File: src/rtl/opend_flag_collector.sv
// rtl/opend_flag_collector.sv - operand-done flag collector with one-cycle completion pulse
//
// Latches per-core operand-done pulses into sticky flags and pulses
// state_ctrl_signal once the completion condition holds (MODE 0: all masked
// cores done, MODE 1: any masked core done). It then waits for ack, clears the
// flags and re-arms. Optional collection timeout when OPEND_TIMEOUT_EN is defined.
//
// Ports:
//   clk               system clock, rising edge
//   rst               asynchronous active-high reset
//   op_done           per-core operand-done level, sampled each clk
//   core_mask         1 = core participates in this collection
//   ack               controller has consumed state_ctrl_signal (honoured in WAIT_ACK only)
//   state_ctrl_signal one-cycle completion pulse (registered from the FIRE state)
//   done_vec          sticky flags collected so far
//   busy              high while in COLLECT, FIRE or WAIT_ACK
//   overrun           sticky: op_done seen while in FIRE/WAIT_ACK, cleared only by rst
//   timeout           one-cycle pulse on collection timeout (tied 0 without OPEND_TIMEOUT_EN)

module opend_flag_collector #(
  parameter int NUM_CORES      = 4,
  parameter int MODE           = 0,
  parameter int TIMEOUT_CYCLES = 255
) (
  input  logic                 clk,
  input  logic                 rst,
  input  logic [NUM_CORES-1:0] op_done,
  input  logic [NUM_CORES-1:0] core_mask,
  input  logic                 ack,
  output logic                 state_ctrl_signal,
  output logic [NUM_CORES-1:0] done_vec,
  output logic                 busy,
  output logic                 overrun,
  output logic                 timeout
);

  typedef enum logic [1:0] {
    S_IDLE     = 2'd0,
    S_COLLECT  = 2'd1,
    S_FIRE     = 2'd2,
    S_WAIT_ACK = 2'd3
  } state_t;

  state_t               state, state_nxt;
  logic [NUM_CORES-1:0] hit, nxt, done_vec_nxt;
  logic                 done;
  logic                 timeout_hit;
  logic                 timeout_nxt;
  logic                 in_hold;

  assign hit     = op_done & core_mask;
  assign nxt     = done_vec | hit;
  assign in_hold = (state == S_FIRE) || (state == S_WAIT_ACK);

  // Completion is judged against the live mask, so dropping mask bits during
  // a collection can complete it.
  always_comb begin
    done = 1'b0;
    if (MODE == 0)
      done = (core_mask != '0) && ((nxt & core_mask) == core_mask);
    else
      done = ((nxt & core_mask) != '0);
  end

`ifdef OPEND_TIMEOUT_EN
  localparam int CW = $clog2(TIMEOUT_CYCLES + 1);
  logic [CW-1:0] to_cnt;
  logic          cnt_clr;

  // to_cnt holds the number of COLLECT cycles already completed; the cycle
  // that would bring it to TIMEOUT_CYCLES is the timing-out one.
  assign timeout_hit = (state == S_COLLECT) && (to_cnt == CW'(TIMEOUT_CYCLES - 1));

  always_ff @(posedge clk or posedge rst) begin
    if (rst)
      to_cnt <= '0;
    else if (cnt_clr)
      to_cnt <= '0;
    else if (state == S_COLLECT)
      to_cnt <= to_cnt + 1'b1;
  end
`else
  assign timeout_hit = 1'b0;
`endif

  always_comb begin
    state_nxt    = state;
    done_vec_nxt = done_vec;
    timeout_nxt  = 1'b0;
`ifdef OPEND_TIMEOUT_EN
    cnt_clr      = 1'b0;
`endif
    case (state)
      S_IDLE: begin
        if (hit != '0) begin
          done_vec_nxt = nxt;
          if (done) begin
            state_nxt = S_FIRE;
          end else begin
            state_nxt = S_COLLECT;
`ifdef OPEND_TIMEOUT_EN
            cnt_clr   = 1'b1;
`endif
          end
        end
      end
      S_COLLECT: begin
        done_vec_nxt = nxt;
        // done has priority over a coincident timeout
        if (done) begin
          state_nxt = S_FIRE;
        end else if (timeout_hit) begin
          done_vec_nxt = '0;
          timeout_nxt  = 1'b1;
          state_nxt    = S_IDLE;
        end
      end
      S_FIRE: begin
        state_nxt = S_WAIT_ACK;
      end
      S_WAIT_ACK: begin
        if (ack) begin
          done_vec_nxt = '0;
          state_nxt    = S_IDLE;
        end
      end
      default: state_nxt = S_IDLE;
    endcase
  end

  always_ff @(posedge clk or posedge rst) begin
    if (rst) begin
      state             <= S_IDLE;
      done_vec          <= '0;
      state_ctrl_signal <= 1'b0;
      busy              <= 1'b0;
      overrun           <= 1'b0;
      timeout           <= 1'b0;
    end else begin
      state             <= state_nxt;
      done_vec          <= done_vec_nxt;
      state_ctrl_signal <= (state == S_FIRE);
      busy              <= (state_nxt != S_IDLE);
      overrun           <= overrun | (in_hold && (op_done != '0));
      timeout           <= timeout_nxt;
    end
  end

endmodule
File: config.mk
export PLATFORM = sky130hd
export DESIGN_NAME = opend_flag_collector
export DESIGN_NICKNAME = d
export VERILOG_FILES = /design/src/rtl/opend_flag_collector.sv
export SDC_FILE = /design/constraint.sdc
export NUM_CORES = 1
export LEC_CHECK = 0
export ABC_AREA = 1
export BUFFER_PORTS_ARGS = -buffer_cell sky130_fd_sc_hd__buf_2
export CORE_AREA = 2 2 42 44
export DETAILED_ROUTE_END_ITERATION = 10
export DIE_AREA = 0 0 44 46
export PLACE_DENSITY = 0.63
export SLEW_MARGIN = 20
export SYNTH_ARGS = -nofsm -noshare
export SYNTH_HDL_FRONTEND = slang
export SYNTH_SLANG_ARGS = --single-unit
File: constraint.sdc
create_clock -name clk -period 1.3 [get_ports clk]
set_input_delay 0.26 -clock clk [delete_from_list [all_inputs] [get_ports clk]]
set_output_delay 0.26 -clock clk [all_outputs]
set_load 0.01 [all_outputs]
Word level (Yosys, flattened, before mapping)

Index checks and enable logic that the tools add are counted.

Flip-flop bits (word level): 9
Logic and storage cells: 33

Equal/unequal tests: 6
Bitwise operators: 4
Reduce and logical (&&, ||, !) cells: 10
Multiplexer cells: 8

Operators with widths:

| operator                                       | count |
|---|---|
| one-hot mux 4 bit (3 select lines)             | 1 |
| nonzero test 4 bit                             | 3 |
| bitwise AND 4 bit                              | 2 |
| two-way mux 2 bit                              | 4 |
| two-way mux 4 bit                              | 2 |
| one-hot mux 2 bit (4 select lines)             | 1 |
| == test 2 bit (second input constant)          | 2 |
| == test 4 bit                                  | 1 |
| != test 2 bit (second input constant)          | 2 |
| OR 4 bit                                       | 1 |
| AND reduction 3 bit                            | 1 |
| nonzero test 3 bit                             | 1 |
| == test 2 x 1 -> 1 bit (second input constant) | 1 |
| logical AND 1 bit                              | 2 |
| logical NOT 2 bit                              | 1 |
| nonzero test 2 bit                             | 1 |
| logical OR 1 bit                               | 1 |
| OR 1 bit                                       | 1 |

Longest topological paths before layout

Word-level depth: 9
Mapped depth: 9
Mapped depth without buffers: 9

Worst setup path after synthesis

OpenSTA, ideal clock, no wires.

Path type: register to register
From: register done_vec[3]
To: register busy
Arrival time: 0.990 ns
Data required time: 1.181 ns
Stages on the path, launching flop included: 10
Slack: 0.191 ns
Period minus slack after synthesis: 1.109 ns
Setup time: 0.119 ns
Cell sequence: dfrtp_1 > inv_1 > nand3_1 > nand2_1 > nor2_2 > nand2_2 > nand3_2 > nand2_2 > nor2_4 > nand2_2

Word-level cells in the longest chain between the ends: 8
Elaborated cells on any way between the ends: 9
Those cells by class: 1 x eq/ne; 4 x mux; 2 x bitwise; 2 x reduce/logical

Ends and longest elaborated chain:

| element                                | RTL line | text |
|---|---|---|
| from (decl)                            | 31       | `output logic [NUM_CORES-1:0] done_vec,` |
| from (signal assigned)                 | 141      | `done_vec <= done_vec_nxt;` |
| OR 4 bit (*)                           | 52       | `assign nxt = done_vec \| hit;` |
| bitwise AND 4 bit (*)                  | -        |  |
| == test 4 bit (*)                      | 60       | `done = (core_mask != '0) && ((nxt & core_mask) == core_mask);` |
| logical AND 1 bit (*)                  | 60       |  |
| two-way mux 2 bit                      | 97       | `if (done) begin` |
| two-way mux 2 bit                      | 95       | `if (hit != '0) begin` |
| one-hot mux 2 bit (4 select lines) (*) | 93       | `case (state)` |
| nonzero test 2 bit (*)                 | 143      | `busy <= (state_nxt != S_IDLE);` |
| to (signal assigned)                   | 143      |  |
| to (decl)                              | 32       | `output logic busy,` |

Every way passes the cells marked *; elsewhere a longest branch is shown, timed or not.
A chain may end at the register's enable or synchronous reset.

Worst setup path after layout

From: register state[1]
To: register state[1]

Word-level cells in the longest chain between the ends: 2
Elaborated cells on any way between the ends: 8
Those cells by class: 3 x eq/ne; 4 x mux; 1 x reduce/logical

Ends and longest elaborated chain:

| element                                | RTL line | text |
|---|---|---|
| from (decl)                            | 44       | `state_t state, state_nxt;` |
| from (signal assigned)                 | 140      | `state <= state_nxt;` |
| == test 2 bit (tied with other cells)  | 93       |  |
| one-hot mux 2 bit (4 select lines) (*) | 93       |  |
| named net state_nxt[1]                 | 44       |  |

Mark *: on every way through the listed nets, which the timed path passes. The rest lies on a longest branch.

==> impl_metrics.toml <==
[critical_path]
critPathMaxFanout = 6
crit_top_cell = "nor2_1"
crit_chain = "inv_2 > nor2_1 > nor2_2 > nand2_1 > nor2_1 > inv_1"
startpoint_type = "register"
required_ns = 1.44
reg2reg_depth = 6
path_class = "reg -> reg"
crit_slowest_cell = "dfrtp_1"
reg2reg_to = "state[1]"
critPathCaptureType = "register"
reg2reg_from = "state[1]"
worstPathArrival_ns = 1.31
regToRegSetupSlack_ns = 0.13
slowest_delay_ns = 0.41

[cts]
clk_pin_slew_ns = 0.06
clk_latency_ns = 0.26
h-tree-depth = 1
cts_buffers = 3
ctsLongestPathBuffers = 2
cts-root-buf = "clkbuf_4"
cts.sinks = 9
cts_tree = "done"
post_cts_buffers = 0

[floorplanning]
dieArea_um2 = 2020
die_w_um = 44
core_um2 = 1610
io_pins = 19
rows = 15
initial_utilization_pct = 32.6
die_height_um = 46

[power]
leakage_nw = 0.377
p_per_area_nw_per_um2 = 2110
vdd_drop_max_mv = 0.463

[yosys]
syn-cell-area_um2 = 527
yosysWarnings = 0
seq_area_frac_synth_pct = 42.8
ys_ff_latch = 9
synth.distinct_cells = 16
postSynthCellCount = 72
postSynthAreaPerCell_um2 = 7.32
synth_nets = 83

[grt]
grt_first_pass_wirelength_um = 1800
grt_pass1_vias = 477
grt_max_degree = 10
grt_util_all_layers_pct = 12.3
antenna_found_initial = 0
grt-ovfl-total = 0

[finish]
drive_gt1_share_pct = 34.0
fin_area_um2 = 669
utilization_pct = 41.5
antenna_cells = 0
nNetsFinal = 106
area.growth.synth_to_final_pct = 27.1

[drt]
vias = 507
initialDrtViolationCount = 14
firstDrtPassIters = 4
drc = 0
via_per_inst = 4.57
wirelength_um = 1040
routedWlPerCell_um = 9.39
ant_nets = 0

[sta]
timing.final.hold_violations = 0
finalSetupViolations = 0
period_minus_slack_ns = 1.17
skew_ns = 0.00329
final-max-slew-violation-count = 0
setup_tns_ns = 0
rsz0062_at_grt = "no"
fin_crit_sh_pct = 90.0
fmax_mhz = 855
hold-worst-slack_ns = 0.284

[placed_design]
placed_area_um2 = 633
gp_congestion = 0.727
port_buffers = 17
dp_hpwl_um = 868

[run_status]
status = "complete, no violations"

[worst_hold_path]
holdCritStartpoint = "op_done[3]"
min_to = "overrun"
hold_class = "in -> reg"
whs_path_depth = 3

[job]
cap_violations = 0
-- worst max-delay path by stage --
stage                startpoint  endpoint  slack [ns]
floorplan           done_vec[3]      busy        0.19
global placement       state[1]      busy        0.12
detailed placement     state[1]  state[1]        0.07
CTS                    state[1]  state[1]        0.06
global route        done_vec[0]  state[1]        0.02
finish                 state[1]  state[1]        0.13
-- kinds of logic after synthesis --
family | after synthesis | synth area share, %
AO/OA/AOI/OAI | 7 | 7.12
buffers and inverters | 14 | 10.7
flip-flops | 9 | 42.8
other | 1 | 0.712
AND/OR/NAND/NOR | 41 | 38.7
-- report_power, final --
part | internal (mW) | switching [mW]
Sequential | 0.407 | 0.0705
Clock | 0.118 | 0.0960
Combinational | 0.277 | 0.446
Total | 0.802 | 0.613
-- cells in the mapped netlist --
| master | n | area share (%) |
|---|---|---|
| o21ai_0 | 5 | 4.7 |
| o21bai_1 | 1 | 1.4 |
| conb_1 | 1 | 0.71 |
| dfrtp_1 | 9 | 43 |
| buf_4 | 1 | 1.4 |
| nor4_1 | 1 | 1.2 |
| nand3_1 | 7 | 6.7 |
| nor2_1 | 7 | 5.0 |
| nand3_2 | 1 | 1.9 |
| inv_1 | 13 | 9.3 |
| nor2_4 | 1 | 2.1 |
| nand2_1 | 14 | 10 |
| nand2_2 | 5 | 5.9 |
| nor2_2 | 3 | 3.6 |
| a21oi_1 | 1 | 0.95 |
| nand4_1 | 2 | 2.4 |
-- per-stage QoR --
step                      setup WS (ns)  total power, mW  std cells
after floorplan                   0.191            0.991         72
after CTS                        0.0617             1.42        111
after detailed placement         0.0732             1.20        106
after global placement            0.118             1.19        106
final                             0.130             1.41        111
after global routing             0.0196             1.55        111
-- cell usage in the layout, fill, tap and decap left out, drive strengths merged --
cell / instances
nand3: 8
clkbuf: 4
nand2: 19
nor4: 1
o21bai: 1
conb: 1
inv: 13
a21oi: 1
buf: 18
nor2: 11
dlygate4sd3: 1
nand4: 2
o21ai: 5
dfrtp: 9
-- cell type report --
| type | instances | area [µm²] |
|---|---|---|
| well taps | 17 | 21.3 |
| flip-flops and latches | 9 | 225 |
| clock buffers | 4 | 26.3 |
| multi-input cells | 49 | 245 |
| repair buffers | 19 | 103 |
| fillers | 166 | 945 |
| inverters | 13 | 48.8 |
-- state kept, by name (all words and copies together) (netlist names) --
signal / flops
state_ctrl_signal: 1
overrun: 1
state: 2
busy: 1
done_vec: 4
-- critical path: cells and delay by family, from the launching register on --
kind / cells / cell delay (ns)
DFF: 1 / 0.41
and+or+nand+nor: 4 / 0.45
buffers and inverters: 2 / 0.20
-- what timing repair did --
item,4_1_cts,5_1_grt
endpoints found under the setup margin,0,1
endpoints found under the hold margin,9,0
hold buffers,1,0
gates resized for setup,0,1
-- layer usage --
| layer | routed length (µm) | global-route usage [%] |
|---|---|---|
| met1 | 507 | 15.0 |
| met2 | 482 | 19.1 |
| met3 | 38 | 2.38 |
| met4 | 13 | 9.09 |
| met5 | 0 | 0 |
Note: power is estimated with default switching activity, not from simulation.
